===== src/rtl/case_pkg.sv =====
// Shared types, command bytes and the case transform
// used by the stream scheduler.
package case_pkg;

  typedef enum logic [1:0] {
    MODE_N = 2'd0,
    MODE_L = 2'd1,
    MODE_U = 2'd2,
    MODE_C = 2'd3
  } case_mode_t;

  localparam logic [7:0] CH_ESC = 8'h1B;
  localparam logic [7:0] CH_L   = 8'h4C;
  localparam logic [7:0] CH_U   = 8'h55;
  localparam logic [7:0] CH_N   = 8'h4E;
  localparam logic [7:0] CH_C   = 8'h43;

  function automatic logic [7:0] xform(
    input logic [7:0] b,
    input case_mode_t m
  );
    logic       up;
    logic       lo;
    logic [7:0] r;
    up = (b >= 8'h41) && (b <= 8'h5A);
    lo = (b >= 8'h61) && (b <= 8'h7A);
    r  = b;
    case (m)
      MODE_L: if (up) r = b + 8'h20;
      MODE_U: if (lo) r = b - 8'h20;
      MODE_C: begin
        if (up)      r = b + 8'h20;
        else if (lo) r = b - 8'h20;
      end
      default: r = b;
    endcase
    return r;
  endfunction

endpackage


===== src/rtl/case_stream_sched_rr_arbiter.sv =====
// Round-robin picker: first active request at or
// after ptr, wrapping modulo NREQ.
module rr_arbiter #(
  parameter int NREQ = 4,
  parameter int IDW  = $clog2(NREQ)
) (
  input  logic [NREQ-1:0] req,
  input  logic [IDW-1:0]  ptr,
  input  logic            en,
  output logic [NREQ-1:0] gnt,
  output logic [IDW-1:0]  gnt_id,
  output logic            any
);

  function automatic logic [IDW-1:0] wrap(
    input logic [IDW-1:0] p,
    input int             k
  );
    int s;
    s = (int'(p) + k) % NREQ;
    return IDW'(s);
  endfunction

  // Scan from ptr and take the first requester found
  always_comb begin
    gnt    = '0;
    gnt_id = '0;
    any    = 1'b0;
    for (int k = 0; k < NREQ; k++) begin
      if (en && !any && req[wrap(ptr, k)]) begin
        gnt[wrap(ptr, k)] = 1'b1;
        gnt_id            = wrap(ptr, k);
        any               = 1'b1;
      end
    end
  end

endmodule


===== src/rtl/case_stream_sched.sv =====
// Shares one case-transform datapath among NREQ byte
// streams, each with its own in-band escape-set mode.
module case_stream_sched
  import case_pkg::*;
#(
  parameter int NREQ = 4,
  parameter int IDW  = $clog2(NREQ)
) (
  input  logic              clock,
  input  logic              reset,
  input  logic [NREQ-1:0]   req_valid,
  input  logic [8*NREQ-1:0] req_data,
  output logic [NREQ-1:0]   req_ready,
  output logic              out_valid,
  output logic [7:0]        out_data,
  output logic [IDW-1:0]    out_id,
  input  logic              out_ready,
  output logic [2*NREQ-1:0] mode,
  output logic              cmd_err,
  output logic [IDW-1:0]    err_id
);

  case_mode_t      r_mode [NREQ];
  logic [NREQ-1:0] r_esc;
  logic [IDW-1:0]  r_ptr;
  logic            r_ov;
  logic [7:0]      r_od;
  logic [IDW-1:0]  r_oid;
  logic            r_err;
  logic [IDW-1:0]  r_eid;

  logic            w_free;
  logic [NREQ-1:0] w_gnt;
  logic [IDW-1:0]  w_gid;
  logic            w_any;
  logic [7:0]      w_b;
  logic            w_emit;
  logic [7:0]      w_edata;
  logic            w_set_esc;
  logic            w_clr_esc;
  logic            w_set_mode;
  case_mode_t      w_new_mode;
  logic            w_bad;
  logic [IDW-1:0]  w_ptr_nxt;
  logic [2*NREQ-1:0] w_mode;

  assign w_free = !r_ov || out_ready;

  rr_arbiter #(
    .NREQ (NREQ),
    .IDW  (IDW)
  ) u_arb (
    .req    (req_valid),
    .ptr    (r_ptr),
    .en     (w_free),
    .gnt    (w_gnt),
    .gnt_id (w_gid),
    .any    (w_any)
  );

  assign req_ready = w_gnt;
  assign w_b       = req_data[8*w_gid +: 8];
  assign w_ptr_nxt = (w_gid == IDW'(NREQ - 1))
                   ? '0 : w_gid + 1'b1;

  // Classify the granted byte against its owner's state
  always_comb begin
    w_emit     = 1'b0;
    w_edata    = 8'h00;
    w_set_esc  = 1'b0;
    w_clr_esc  = 1'b0;
    w_set_mode = 1'b0;
    w_new_mode = MODE_N;
    w_bad      = 1'b0;
    if (w_any) begin
      if (!r_esc[w_gid]) begin
        if (w_b == CH_ESC) begin
          w_set_esc = 1'b1;
        end else begin
          w_emit  = 1'b1;
          w_edata = xform(w_b, r_mode[w_gid]);
        end
      end else begin
        w_clr_esc = 1'b1;
        unique case (1'b1)
          (w_b == CH_L): begin
            w_set_mode = 1'b1;
            w_new_mode = MODE_L;
          end
          (w_b == CH_U): begin
            w_set_mode = 1'b1;
            w_new_mode = MODE_U;
          end
          (w_b == CH_N): begin
            w_set_mode = 1'b1;
            w_new_mode = MODE_N;
          end
          (w_b == CH_C): begin
            w_set_mode = 1'b1;
            w_new_mode = MODE_C;
          end
          (w_b == CH_ESC): begin
            w_emit  = 1'b1;
            w_edata = CH_ESC;
          end
          default: w_bad = 1'b1;
        endcase
      end
    end
  end

  // Scheduler state, error flag and output register
  always_ff @(posedge clock or negedge reset) begin
    if (!reset) begin
      for (int i = 0; i < NREQ; i++) begin
        r_mode[i] <= MODE_N;
      end
      r_esc <= '0;
      r_ptr <= '0;
      r_ov  <= 1'b0;
      r_od  <= 8'h00;
      r_oid <= '0;
      r_err <= 1'b0;
      r_eid <= '0;
    end else begin
      r_err <= w_bad;
      if (w_bad) r_eid <= w_gid;
      if (w_any) r_ptr <= w_ptr_nxt;
      if (w_set_esc) begin
        r_esc[w_gid] <= 1'b1;
      end else if (w_clr_esc) begin
        r_esc[w_gid] <= 1'b0;
      end
      if (w_set_mode) r_mode[w_gid] <= w_new_mode;
      if (w_emit) begin
        r_ov  <= 1'b1;
        r_od  <= w_edata;
        r_oid <= w_gid;
      end else if (out_ready) begin
        r_ov <= 1'b0;
      end
    end
  end

  // Pack per-requester modes onto the flat port
  always_comb begin
    w_mode = '0;
    for (int i = 0; i < NREQ; i++) begin
      w_mode[2*i +: 2] = r_mode[i];
    end
  end

  assign mode      = w_mode;
  assign out_valid = r_ov;
  assign out_data  = r_od;
  assign out_id    = r_oid;
  assign cmd_err   = r_err;
  assign err_id    = r_eid;

endmodule

===== config.mk =====
export PLATFORM = sky130hd
export DESIGN_NAME = case_stream_sched
export DESIGN_NICKNAME = d
export VERILOG_FILES = /design/src/rtl/case_pkg.sv /design/src/rtl/case_stream_sched_rr_arbiter.sv /design/src/rtl/case_stream_sched.sv
export SDC_FILE = /design/constraint.sdc
export NUM_CORES = 1
export LEC_CHECK = 0
export BUFFER_PORTS_ARGS = -buffer_cell sky130_fd_sc_hd__buf_2
export CAP_MARGIN = 20
export CORE_AREA = 2 2 74 76
export DETAILED_ROUTE_END_ITERATION = 12
export DIE_AREA = 0 0 76 78
export PLACE_DENSITY = 0.89
export SLEW_MARGIN = 25
export SYNTH_ARGS = -nofsm -noshare
export SYNTH_HDL_FRONTEND = slang
export SYNTH_SLANG_ARGS = --single-unit

===== constraint.sdc =====
create_clock -name clock -period 5.5 [get_ports clock]
set_input_delay 1.1 -clock clock [delete_from_list [all_inputs] [get_ports clock]]
set_output_delay 1.1 -clock clock [all_outputs]
set_load 0.03 [all_outputs]

# Word-level counts from Yosys, hierarchy flattened
# Cells that the tools add are included.
# word_totals
register_bits	28
in_bits	39
out_inout_bits	26
elab_cells	142
# op_classes
addsub	6
magnitude_cmp	16
eq_ne	9
shifts	1
mux	68
bitwise	7
n_reduce_logical	24
# op_table
cell	n
2-to-1 mux 8 bit	6
equality test 8 x 7 -> 1 bit (second input constant)	4
variable part select 32 x 6 -> 8 bit	1
2-to-1 mux 1 bit	30
2-to-1 mux 4 bit	6
one-hot mux 8 bit (3 select lines)	1
2-to-1 mux 2 bit	10
>= comparator 8 x 7 -> 1 bit (second input constant)	2
<= comparator 8 x 7 -> 1 bit (second input constant)	2
bitwise OR 4 bit	4
logical AND 1 bit	15
less-than comparator 2 x 3 -> 1 bit (second input constant)	5
binary-select mux 1 bit (select 2 bit)	5
demux 1 bit (select 2 bit)	5
>= comparator 2 x 1 -> 1 bit (second input constant)	5
adder 8 x 6 -> 8 bit (second input constant)	1
bitwise mux 8 bit	1
equality test 8 x 5 -> 1 bit (second input constant)	1
subtractor 8 x 6 -> 8 bit (second input constant)	1
equality test 2 bit (second input constant)	3
one-hot mux 2 bit (3 select lines)	1
2-to-1 mux 5 bit	1
OR reduction 5 bit	1
adder 2 x 1 -> 2 bit (second input constant)	2
other kinds (13)	18

# Logic depth before layout (Yosys ltp)
# Gate-level depths: netlist of run 1.
# logic_depth
word_depth	25
ltp_mapped	22
mapped_depth_nobuf	16

# Cells and area by module
# From an unflattened synthesis of run 1, not the netlist that was laid out.
# hier_totals
hier_cells	218
hier_area_um2	2377.3
# modules_own_cells
module	n_inst	cells_each	area_per_inst_um2	seq_area_each_um2
case_stream_sched	1	151	1799.2	700.7
rr_arbiter	1	67	578.1	0.0

# Least setup slack after synthesis of run 1
# OpenSTA, ideal clock, no wires.
# synth_timing
path_kind	reg2reg
from	register r_ptr[0]
to	register r_od[7] (netlist: out_data[7])
setup_time_ns	0.066
arrival_time_ns	4.237
required_time_ns	5.434
setup_slack_ns	1.196
path_stages_with_launch	21
n_path_buf	6
synth_period_minus_slack_ns	4.304
cell_sequence	dfrtp_1 -> buf_2 -> buf_2 -> inv_1 -> ha_1 -> buf_6 -> nor2b_1 -> o21ai_0 -> a2111o_1 -> nand2_2 -> buf_4 -> mux4_2 -> nor3_1 -> and4b_1 -> buf_2 -> ha_1 -> nand2_1 -> clkbuf_1 -> nand2_1 -> o31ai_1 -> o311a_1
# synth_via
elab_chain_cells	25
word_cells_on_any_way	59
cone_classes	5 x add/sub; 4 x order compare; 4 x eq/ne; 1 x shift; 32 x mux; 1 x bitwise; 12 x reduce/logical
# synth_rtl
item	line_no	text
start: declaration	case_stream_sched.sv:25	logic [IDW-1:0] r_ptr;
start signal: assignment	case_stream_sched.sv:128	if (w_any) r_ptr <= w_ptr_nxt;
binary-select mux 1 bit (select 2 bit)	case_stream_sched_rr_arbiter.sv:30	if (en && !any && req[wrap(ptr, k)]) begin
2-to-1 mux 1 bit (not written as such)	case_stream_sched_rr_arbiter.sv:30	
logical AND 1 bit	case_stream_sched_rr_arbiter.sv:30	
2-to-1 mux 1 bit	case_stream_sched_rr_arbiter.sv:30	
logical NOT 1 bit	case_stream_sched_rr_arbiter.sv:30	
logical AND 1 bit (2 in series)	case_stream_sched_rr_arbiter.sv:30	
2-to-1 mux 1 bit	case_stream_sched_rr_arbiter.sv:30	
logical NOT 1 bit	case_stream_sched_rr_arbiter.sv:30	
(+7 left out)	--	
via u_arb.gnt_id[0]	case_stream_sched_rr_arbiter.sv:11	output logic [IDW-1:0] gnt_id,
(+1 left out)	--	
>= comparator 8 x 7 -> 1 bit, or another cell as far along	case_pkg.sv:26	lo = (b >= 8'h61) && (b <= 8'h7A);
logical AND 1 bit or 2-to-1 mux 2 bit (tied branches)	case_pkg.sv:26, case_stream_sched.sv:81	
2-to-1 mux 8 bit or 2-to-1 mux 2 bit (tied branches)	case_pkg.sv:30, case_pkg.sv:33, case_stream_sched.sv:81	
2-to-1 mux 8 bit, or another cell as far along	case_pkg.sv:32	if (up) r = b + 8'h20;
one-hot mux 8 bit (3 select lines)	case_pkg.sv:28	case (m)
2-to-1 mux 8 bit	case_stream_sched.sv:77	if (w_b == CH_ESC) begin
2-to-1 mux 8 bit	case_stream_sched.sv:76	if (!r_esc[w_gid]) begin
2-to-1 mux 8 bit	case_stream_sched.sv:75	if (w_any) begin
end signal: assignment	case_stream_sched.sv:137	r_od <= w_edata;
end: declaration	case_stream_sched.sv:27	logic [7:0] r_od;
# The timed path passes the listed nets; every way through them passes the cells marked *. The select of a mux whose other input is x is not followed.
# A chain may end at the register's enable or synchronous reset.

# Worst setup path after layout of run 1
# layout_timing
from	register r_ptr[1]
to	register r_od[7] (netlist: out_data[7])
# layout_via
elab_chain_cells	25
word_cells_on_any_way	59
cone_classes	5 x add/sub; 4 x order compare; 4 x eq/ne; 1 x shift; 32 x mux; 1 x bitwise; 12 x reduce/logical
# layout_rtl
item	line_no
binary-select mux 1 bit (select 2 bit)	case_stream_sched_rr_arbiter.sv:30
2-to-1 mux 1 bit (not written as such)	case_stream_sched_rr_arbiter.sv:30
logical AND 1 bit	case_stream_sched_rr_arbiter.sv:30
2-to-1 mux 1 bit	case_stream_sched_rr_arbiter.sv:30
logical NOT 1 bit	case_stream_sched_rr_arbiter.sv:30
logical AND 1 bit (2 in series)	case_stream_sched_rr_arbiter.sv:30
2-to-1 mux 1 bit	case_stream_sched_rr_arbiter.sv:30
logical NOT 1 bit	case_stream_sched_rr_arbiter.sv:30
(+8 left out)	--
>= comparator 8 x 7 -> 1 bit, or another cell as far along	case_pkg.sv:26
logical AND 1 bit or 2-to-1 mux 2 bit (tied branches)	case_pkg.sv:26, case_stream_sched.sv:81
2-to-1 mux 8 bit or 2-to-1 mux 2 bit (tied branches)	case_pkg.sv:30, case_pkg.sv:33, case_stream_sched.sv:81
2-to-1 mux 8 bit, or another cell as far along	case_pkg.sv:32
one-hot mux 8 bit (3 select lines)	case_pkg.sv:28
2-to-1 mux 8 bit	case_stream_sched.sv:77
2-to-1 mux 8 bit	case_stream_sched.sv:76
2-to-1 mux 8 bit	case_stream_sched.sv:75
# Several ways; a longest one is shown, not always the timed one. The select of a mux whose other input is x is not followed.

==> results of run 1 <==
-- worst paths after layout --
check,slack (ps),cells past startpoint,to
max,930,15,out_data[7]
min,480,2,out_data[5]
max reg2reg,930,15,out_data[7]
min reg2reg,480,2,out_data[5]
max in group asynchronous,4280,1,asynchronous set/reset pin
min in group asynchronous,820,1,out_id[0]
-- kinds of logic after synthesis --
logic type / synth area share, %
AND/OR/NAND/NOR: 23.5
multiplexers: 13.0
flip-flops: 26.3
AO/OA/AOI/OAI: 24.0
buffers and inverters: 7.90
adder cells (fa/ha/maj): 5.17
-- layer usage --
| layer | vias up | share of wire (%) | wire (µm) | GRT usage (%) |
|---|---|---|---|---|
| met1 | 1234 | 44 | 3240 | 33.2 |
| met5 | - | 0 | 0 | 0 |
| li1 | 1249 | - | - | - |
| met2 | 107 | 49 | 3550 | 42.7 |
| met3 | 6 | 6.3 | 457 | 3.84 |
| met4 | 0 | 0.58 | 42 | 6.00 |
-- per-stage QoR --
stage / instance area [µm²] / std cells / hold WS, ps / worst slack, ps / power (mW)
floorplan: 2660 / 304 / 465 / 1200 / 1.49
finish: 3050 / 428 / 484 / 934 / 1.93
global placement: 2980 / 424 / 466 / 940 / 1.71
CTS: 3050 / 428 / 494 / 958 / 1.92
global route: 3050 / 428 / 532 / 573 / 2.10
detailed placement: 2980 / 424 / 472 / 836 / 1.75
-- report_power, final --
group          switching (mW)  total (mW)  leakage [nW]  internal (mW)
clock network          0.0654       0.163        0.0357         0.0975
registers              0.0325       0.305         0.365          0.273
logic                   0.930        1.46          1.01          0.530
-- cell type report --
| class | instances | area share [%] |
|---|---|---|
| clock buffers | 3 | 1.35 |
| well taps | 70 | 2.87 |
| multi-input cells | 234 | 57.3 |
| clock inverters | 1 | 0.984 |
| repair buffers | 69 | 11.7 |
| flip-flops and latches | 28 | 23.0 |
| inverters | 23 | 2.83 |
-- worst min-delay path: cells and delay by family, from the launching register on --
family           cells  cell delay (ps)
flip-flops           1              350
AND/OR/NAND/NOR      1               50
AO/OA/AOI/OAI        1               50
-- placed cells by master (no fill, tap or decap), drive strengths merged, types with 4 or more instances in the layout --
cell / Yosys / final
nor2b: 4 / 4
a222oi: 4 / 4
inv: 23 / 23
mux2: 7 / 7
nand2: 46 / 46
and2: 6 / 6
o2bb2ai: 4 / 4
o31a: 5 / 5
nor3: 4 / 4
a22o: 9 / 9
dfrtp: 28 / 28
buf: 14 / 69
a31oi: 5 / 5
o21ai: 24 / 24
mux4: 6 / 6
ha: 11 / 11
mux2i: 12 / 12
a21oi: 6 / 6
nand4: 4 / 4
nor4: 4 / 4
nor2: 11 / 11
or3: 6 / 6
nand3: 16 / 16
==> results by group, run 1 <==
Logic synthesis
  • Post-synth EDFFs: 0
  • Warnings from Yosys: 0
  • Top-count cell post-synth: nand2_1
  • Register area share after synthesis: between 20% and 30%
  • Seq cells post-synth: 28
  • Mapped Cells: approximately 300
  • Post-synth cell types: 65
  • Share of the synthesized area in the top cell type: approximately a quarter
  • Ranking of synthesized cells by area: dfrtp_1 26%, nand2_1 6.2%, ha_1 5.2%, mux4_2 5.1%, mux2i_1 4.1%
  • Main synth FF type: dfrtp_1
  • Mapped Area: 0.00266 mm²
  • Post-synth top area cell: dfrtp_1
  • Ys async rst share: 100%
  • Syn avg cell area: between 8 and 9 µm²
  • Synthesized Nets: roughly 350
  • Post-synth top cells: 44 x nand2_1, 28 x dfrtp_1, 22 x o21ai_0, 20 x inv_1, 16 x nand3_1

Placement
  • GPL Wtd Cong: approximately 0.94
  • PortBufs: 64
  • Hpwl dp: 5.61 mm

Worst setup path
  • Critical Path Fanout Max: 21
  • Critical Path Sink Type: flip-flop
  • Worst-path cell chain: inv_1 -> ha_1 -> nor2b_1 -> o21ai_0 -> a2111o_1 -> nand2_2 -> mux4_2 -> nor3_1 -> and4b_1 -> ha_1 -> nand2_1 -> buf_4 -> nand2_1 -> o31ai_1 -> o311a_1
  • Crit path max-delay family: simple AND/OR/NAND/NOR gates
  • Crit start category: flip-flop
  • Critical path launch point: r_ptr[1]
  • R2r startpoint: r_ptr[1]
  • Crit Path Class: flip-flop to flip-flop
  • Worst path required time: between 5000 and 6000 ps
  • Slowest stage cell, crit path: ha_1
  • CP arrival: about 4800 ps
  • WP buf/inv: 2
  • CP max stage delay: ~640 ps

Timing
  • Worst Max-Slew Pin Slew: roughly 620 ps
  • Final setup vio count: 0
  • Fin. Hold Viols: 0
  • Max_slew headroom: 58.3%
  • Clock Skews: 8.98 ps
  • Crit path time final: 4570 ps
  • Period utilization: approximately 83%
  • RSZ-0062 raised after global routing: false
  • Final setup TNS: 0 ps
  • Peak Freq: 0.219 GHz
  • Max-slew violations: 0

Global routing
  • Initial antenna violation count: 0
  • GRT Total Usage: between 20% and 30%
  • First-pass GRT wire length: roughly 12 mm
  • Pin count of the biggest net entering global routing: 29
  • Total global routing overflow: 0
  • Vias in the first global route: 2474

Detailed routing
  • Post-Route WL: approximately 7.3 mm
  • Vias: between 2000 and 3000
  • Via density: approximately 6.1
  • Drt wl/cell: ~17 µm
  • DRC Markers: 0
  • Total iterations of the first detailed-routing run: 10
  • Iteration-0 DRC count of the detailed router: ~210
  • Post-route antenna net violation count: 0

Layout
  • Area of the multi-input gates: 0.00175 mm²
  • Number of inserted diodes: 0
  • Area Growth Syn to Fin: 14.8%
  • Final core utilization: between 60% and 70%
  • Filler cells: between 400 and 500
  • Layout cell share with drive strength beyond 1: between 20 and 30%
  • FF/Latch Area: roughly 700 µm²
  • Layout Nets: between 400 and 500

Die
  • Die Wd: 76 µm
  • Starting Density: 52.8%
  • Die span in y: 78 µm
  • Io pins: between 60 and 70
  • Die area: just under 0.006 mm²
  • Site Rows: 26
  • Core region area: 0.00504 mm²

Clock tree
  • TritonCTS clock tree: done
  • Clock tree buffer depth: 2
  • Total CTS buffers: 3
  • Hold Buf Count CTS: 0
  • CTS Sinks: 28
  • # Post-CTS Setup Buffers: 0
  • H-tree levels: 1
  • Clock slew at reported path FFs: about 90 ps
  • Clock Latency Late Sink: roughly 280 ps
  • Root Buffer: clkbuf_8
  • CTS resizes: 0

Power
  • P_leak: about 1.4 nW
  • Pwr/cell area: 632 mW/mm²
  • Peak VDD IR: about 0.27 mV

Worst hold path
  • Worst hold path type: flip-flop to flip-flop
  • Hold_sp: out_data[5]

Flow run
  • Max-Cap Viols: 0

Status
  • Status: finished clean
No activity file was read; power rests on OpenSTA's default activity.
==> inputs of run 2 (changes only) <==
- CORE_AREA: 2 2 74 76 -> 2 2 77 79
- DIE_AREA: 0 0 76 78 -> 0 0 79 81
- PLACE_DENSITY: 0.89 -> 0.87
- clock period: 5.5 -> 4.2 ns (I/O delays scaled with it)
==> results by group, run 2 (synthesis results as in run 1) <==
Power
  • Pwr/cell area: 825 mW/mm² (+31%)
  • Sequential Power Share: 15.7% (about the same)
  • Net Sw Frac: 53.7% (+0.45 points)
  • Psw: 1.38 mW (+34%)
  • Internal: 1.18 mW (+31%)
  • Comb pwr share: 77.8% (+2.1 points)
  • P_leak: 1.43 nW (+1.3%)
  • Clk pwr share: 6.4% (-2.0 points)
  • Overall power: 2.56 mW (+33%)
  • Peak VDD IR: 0.341 mV (+28%)

Detailed routing
  • Via density: 6.13 (+1.1%)
  • Total iterations of the first detailed-routing run: 5 (-5)
  • Iteration-0 DRC count of the detailed router: 349 (+68%)
  • Vias: 2686 (+3.5%)
  • Drt wl/cell: 16.8 µm (-1.1%)
  • Post-Route WL: 7.38 mm (+1.2%)
  • DRC Markers: 0 (unchanged)
  • Post-route antenna net violation count: 0 (unchanged)

Layout
  • Layout Nets: 414 (+1.2%)
  • Number of inserted diodes: 0 (unchanged)
  • FF/Latch Area: 701 µm² (unchanged)
  • Design area: 0.00310 mm² (+1.6%)
  • Filler cells: 523 (+19%)
  • Area of the multi-input gates: 0.00177 mm² (+1.1%)
  • Layout cell share with drive strength beyond 1: 30.6% (+1.2 points)
  • Commonest non-fill, non-tap cells in the layout: 64 x buf_2, 44 x nand2_1, 28 x dfrtp_1
  • Area Growth Syn to Fin: 16.6%
  • Commonest non-fill, non-tap cell in the layout: buf_2

Die
  • Site Rows: 28 (+7.7%)
  • Io pins: 65 (unchanged)
  • Die Wd: 79 µm (+3.9%)
  • Die area: 0.00640 mm² (+7.9%)
  • Core region area: 0.00568 mm² (+13%)
  • Starting Density: 46.9% (-5.9 points)
  • Die span in y: 81 µm (+3.8%)

Placement
  • GPL Wtd Cong: 0.964 (+2.2%)
  • Cell Area, Placed: 0.00303 mm² (+1.7%)
  • PortBufs: 64 (unchanged)
  • Hpwl dp: 5.69 mm (+1.4%)
  • Pre-CTS WS: 82.3 ps (-754 ps)

Clock tree
  • # Post-CTS Setup Buffers: 0 (unchanged)
  • CTS Sinks: 28 (unchanged)
  • Root Buffer: clkbuf_8
  • Total CTS buffers: 3 (unchanged)
  • Clock slew at reported path FFs: 90 ps (about the same)
  • H-tree levels: 1 (unchanged)
  • Clock tree buffer depth: 2 (unchanged)
  • Clock Latency Late Sink: 270 ps (about the same)
  • TritonCTS clock tree: done

Worst setup path
  • Worst-path cell chain: inv_1 -> ha_4 -> nor2b_1 -> o21ai_0 -> a2111o_1 -> nand2_2 -> inv_2 -> mux2i_1 -> mux2_2 -> nor3_2 -> nand2_1 -> or3_1 -> a22o_1
  • Critical Path Fanout Max: 20 (-4.8%)
  • Crit start category: flip-flop
  • Worst R2R Path Depth: 13 (-2)
  • Crit path max-delay family: simple AND/OR/NAND/NOR gates
  • Critical Path Sink Type: flip-flop
  • R2r endpoint: mode[2]
  • CP max stage delay: 500 ps (-140 ps)
  • Path length in cells of the critical path: 13 (-2)
  • CP arrival: 4120 ps (-660 ps)
  • Critical path launch point: r_ptr[1]
  • Slowest stage cell, crit path: a2111o_1
  • Worst path required time: 4370 ps (-1340 ps)
  • Crit Path Class: flip-flop to flip-flop
  • Worst setup endpoint: mode[2]
  • R2r startpoint: r_ptr[1]
  • R2R Setup Slk: 250 ps (-680 ps)
  • WP buf/inv: 2 (unchanged)

Global routing
  • Total global routing overflow: 0 (unchanged)
  • Vias in the first global route: 2594 (+4.9%)
  • Pin count of the biggest net entering global routing: 29 (unchanged)
  • GRT Total Usage: 23.8% (-1.0 points)
  • Initial antenna violation count: 0 (unchanged)
  • First-pass GRT wire length: 12.3 mm (+2.8%)

Timing
  • Peak Freq: 0.253 GHz (+16%)
  • Fin. Hold Viols: 0 (unchanged)
  • Worst Max-Slew Pin Slew: 634 ps (+14.0 ps)
  • Period utilization: 94.1% (+11 points)
  • Final setup TNS: 0 ps (unchanged)
  • Max-slew violations: 0 (unchanged)
  • Post-route setup slack: 249 ps (-685 ps)
  • Crit path time final: 3950 ps (-615 ps)
  • RSZ-0062 raised after global routing: false
  • Max_slew headroom: 57.3% (-0.94 points)
  • Clock Skews: 6.47 ps (-2.50 ps)
  • Final setup vio count: 0 (unchanged)

Worst hold path
  • Worst hold path type: flip-flop to flip-flop

Status
  • Status: finished clean

Flow run
  • Max-Cap Viols: 0 (unchanged)
[run 2: cell types whose count changed in the layout (fill, tap and decap cells not counted)]
cell / change
a211oi_2: -1
a211oi_4: +1
buf_4: +5
bufinv_16: -1
clkbuf_8: +1
ha_1: -1
ha_4: +1
[run 2: power by group through the flow]
| stage | combinational, mW | clock [mW] | sequential [mW] |
|---|---|---|---|
| after CTS | 1.94 | 0.172 | 0.402 |
| after global placement | 1.87 | 0 | 0.406 |
| after global routing | 2.18 | 0.182 | 0.412 |
| final | 1.99 | 0.165 | 0.402 |
| after floorplan | 1.44 | 0 | 0.521 |
| after detailed placement | 1.93 | 0 | 0.408 |
[run 2: final cells by class]
type,count,area share (%)
well taps,75,3.03
clock buffers,4,1.78
inverters,23,2.78
multi-input cells,234,57.1
flip-flops and latches,28,22.6
repair buffers,74,12.8
[run 2: worst reg2reg max path: stages (launching register included)]
cell	delay [ps]
dfrtp_1	350
inv_1	110
ha_4	400
nor2b_1	220
o21ai_0	130
a2111o_1	500
nand2_2	200
inv_2	140
mux2i_1	150
mux2_2	350
nor3_2	440
nand2_1	270
or3_1	400
a22o_1	190
[run 2: per-layer routing]
layer / up-vias / global-route usage (%) / part of all wire, %
li1: 1255 / - / -
met1: 1287 / 32.6 / 43
met2: 135 / 40.8 / 49
met3: 9 / 3.00 / 6.6
met4: 0 / 5.00 / 1.1
met5: - / 0 / 0
[run 2: timing repair]
item,4_1_cts,5_1_grt
endpoints found under the setup margin,0,21
hold buffers,0,0
gates resized for setup,0,2
[run 2: per-stage QoR]
| step | util [%] | hold slack, ps | std cells |
|---|---|---|---|
| detailed placement | 53.4 | 464 | 434 |
| finish | 54.6 | 481 | 438 |
| floorplan | - | 465 | 304 |
| global placement | 53.4 | 462 | 434 |
| global route | 54.6 | 542 | 438 |
| CTS | 54.4 | 487 | 438 |
[run 2: worst min-delay path by stage]
stage	start	endpoint	slack (ps)	cells past startpoint
2_1_floorplan	flip-flop	flip-flop	470	1
3_3_place_gp	out_data[0]	out_data[0]	460	2
3_5_place_dp	out_data[6]	out_data[6]	460	2
4_1_cts	out_id[0]	out_id[0]	490	2
5_1_grt	out_data[0]	out_data[0]	540	2
6_report	out_id[0]	out_id[0]	480	2
==> inputs of run 3 (changes only) <==
- ABC_AREA: default -> 1
- CORE_AREA: 2 2 77 79 -> 2 2 71 73
- DIE_AREA: 0 0 79 81 -> 0 0 73 75
- PLACE_DENSITY: 0.87 -> 0.95
- SKIP_CTS_REPAIR_TIMING: default -> 1
- clock period: 4.2 -> 4.6 ns (I/O delays scaled with it)
==> results by group, run 3 <==
Detailed routing
  • Post-Route WL: 6.75 mm (-8.5%)
  • Post-route antenna net violation count: 0 (unchanged)
  • Drt wl/cell: 13.5 µm (-20%)
  • Vias: 2786 (+3.7%)
  • Total iterations of the first detailed-routing run: 5 (unchanged)
  • DRC Markers: 0 (unchanged)
  • Iteration-0 DRC count of the detailed router: 244 (-30%)
  • Via density: 5.56 (-9.3%)

Clock tree
  • TritonCTS clock tree: done
  • Clock Latency Late Sink: 280 ps (about the same)
  • H-tree levels: 1 (unchanged)
  • CTS Sinks: 28 (unchanged)
  • Clock tree buffer depth: 2 (unchanged)
  • Total CTS buffers: 3 (unchanged)
  • Clock slew at reported path FFs: 90 ps (about the same)
  • Root Buffer: clkbuf_8

Worst hold path
  • Hold Path End: out_data[6]
  • Worst hold path type: flip-flop to flip-flop
  • Hold path cells: 2 (unchanged)
  • Hold_sp: out_data[6]

Logic synthesis
  • Post-synth top cells: 105 x nand2_1, 41 x nand3_1, 32 x inv_1, 28 x dfrtp_1, 22 x nor2_1
  • Seq cells post-synth: 28 (unchanged)
  • Post-synth cell types: 39 (-40%)
  • Post-synth top area cell: dfrtp_1
  • Warnings from Yosys: 0 (unchanged)
  • Mapped Area: 0.00272 mm² (+2.4%)
  • Post-synth EDFFs: 0 (unchanged)
  • Register area share after synthesis: 25.7% (-0.62 points)
  • Syn avg cell area: 7.04 µm² (-20%)
  • Mapped Cells: 387 (+27%)
  • Main synth FF type: dfrtp_1
  • Ys async rst share: 100% (unchanged)
  • Ranking of synthesized cells by area: dfrtp_1 26%, nand2_1 14%, nand3_1 7.5%, nand2_4 6.6%, ha_1 5.1%
  • Top-count cell post-synth: nand2_1
  • Share of the synthesized area in the top cell type: 25.7% (-0.62 points)
  • Synthesized Nets: 437 (+23%)

Die
  • Starting Density: 58.4% (+12 points)
  • Site Rows: 25 (-11%)
  • Core region area: 0.00466 mm² (-18%)
  • Die area: 0.00548 mm² (-14%)
  • Die Wd: 73 µm (-7.6%)
  • Io pins: 65 (unchanged)
  • Die span in y: 75 µm (-7.4%)

Worst setup path
  • Worst R2R Path Depth: 25 (+12)
  • R2r endpoint: out_data[5]
  • Critical Path Fanout Max: 14 (-30%)
  • Crit Path Class: flip-flop to flip-flop
  • R2R Setup Slk: 380 ps (+130 ps)
  • CP arrival: 4440 ps (+320 ps)
  • Critical path launch point: r_ptr[1]
  • CP max stage delay: 540 ps (+40 ps)
  • Worst path required time: 4820 ps (+450 ps)
  • Critical Path Sink Type: flip-flop
  • Crit start category: flip-flop
  • R2r startpoint: r_ptr[1]
  • Most used cell, CP: nand2_1
  • Slowest stage cell, crit path: dfrtp_1

Placement
  • PortBufs: 64 (unchanged)
  • Hpwl dp: 5.16 mm (-9.2%)
  • GPL Wtd Cong: 0.909 (-5.7%)

Timing
  • Fin. Hold Viols: 0 (unchanged)
  • Crit path time final: 4220 ps (+272 ps)
  • WHS: 487 ps (+5.90 ps)
  • Period utilization: 91.8% (-2.3 points)
  • Clock Skews: 3.37 ps (-3.10 ps)
  • RSZ-0062 raised after global routing: false
  • Max-slew violations: 0 (unchanged)
  • Final setup TNS: 0 ps (unchanged)
  • Peak Freq: 0.237 GHz (-6.4%)
  • Worst Max-Slew Pin Slew: 613 ps (-20.6 ps)
  • Final setup vio count: 0 (unchanged)
  • Max_slew headroom: 59.1% (+1.8 points)

Layout
  • Layout cell share with drive strength beyond 1: 31.3% (+0.74 points)
  • Commonest non-fill, non-tap cells in the layout: 105 x nand2_1, 64 x buf_2, 41 x nand3_1
  • Number of inserted diodes: 0 (unchanged)
  • Layout Nets: 498 (+20%)
  • Area Growth Syn to Fin: 14.4%
  • Commonest non-fill, non-tap cell in the layout: nand2_1
  • Filler cells: 394 (-25%)

Global routing
  • Total global routing overflow: 0 (unchanged)
  • GRT Total Usage: 25.3% (+1.5 points)
  • Vias in the first global route: 2559 (-1.3%)
  • Pin count of the biggest net entering global routing: 29 (unchanged)
  • First-pass GRT wire length: 11.1 mm (-9.6%)
  • Initial antenna violation count: 0 (unchanged)

Flow run
  • Max-Cap Viols: 0 (unchanged)

Status
  • Status: finished clean
## run 3: cell types whose count changed after synthesis, sizes merged, moves of 12 or more
cell,delta
nand2,+95
mux2i,-12
nor2,+15
nand3,+36
o21ai,+12
inv,+23
## run 3: layout make-up
class	instances	area (µm²)	area share (%)
clock buffers	3	41.3	1.33
clock inverters	1	30.0	0.964
inverters	46	183	5.86
multi-input cells	304	1770	56.7
flip-flops and latches	28	701	22.5
well taps	54	67.6	2.17
repair buffers	65	328	10.5
## run 3: worst max-delay path: cells and delay by family, from the launching register on
kind	cells	cell delay, ps
compound gates	2	250
fa+ha+maj	2	650
buf+inv	4	410
flops	1	540
simple gates	17	2290
## run 3: kinds of logic (layout without fill, tap and decap cells)
logic type                 after synthesis  in the layout  synth area share (%)
AOI/OAI and AO/OA                       61             61                  13.0
xor gates and xnor gates                 1              1                 0.322
adders and majority gates               11             11                  5.05
buffers and inverters                   55            115                  9.65
DFF                                     28             28                  25.7
and+or+nand+nor                        231            231                  46.3
## run 3: worst max-delay path by stage
stage / endpoint / cells past startpoint / slack [ps]
6_report: out_data[5] / 25 / 380
5_1_grt: out_data[5] / 25 / 50
4_1_cts: out_data[5] / 25 / 420
3_5_place_dp: out_data[5] / 24 / 410
3_3_place_gp: out_data[5] / 23 / 630
2_1_floorplan: out_id[0] / 19 / 1250
## run 3: metal layers
metal / GRT usage [%] / vias to the layer above / share of wire [%]
met4: 7.41 / 0 / 0.87
met1: 33.2 / 1279 / 43
met5: 0 / - / 0
li1: - / 1393 / -
met2: 44.9 / 108 / 49
met3: 2.01 / 6 / 6.2
## run 3: stage by stage
stage | utilization (%) | area [µm²] | setup slack, ps | std cells
after floorplan | - | 2720 | 1250 | 387
after global placement | 65.2 | 3040 | 633 | 497
after global routing | 66.8 | 3120 | 47.3 | 501
final | 66.8 | 3120 | 378 | 501
after CTS | 66.7 | 3110 | 424 | 501
after detailed placement | 65.2 | 3040 | 409 | 497
Power of run 3 is not shown: default switching activity piles up to over one toggle a cycle in this logic, so the estimate is an artifact.
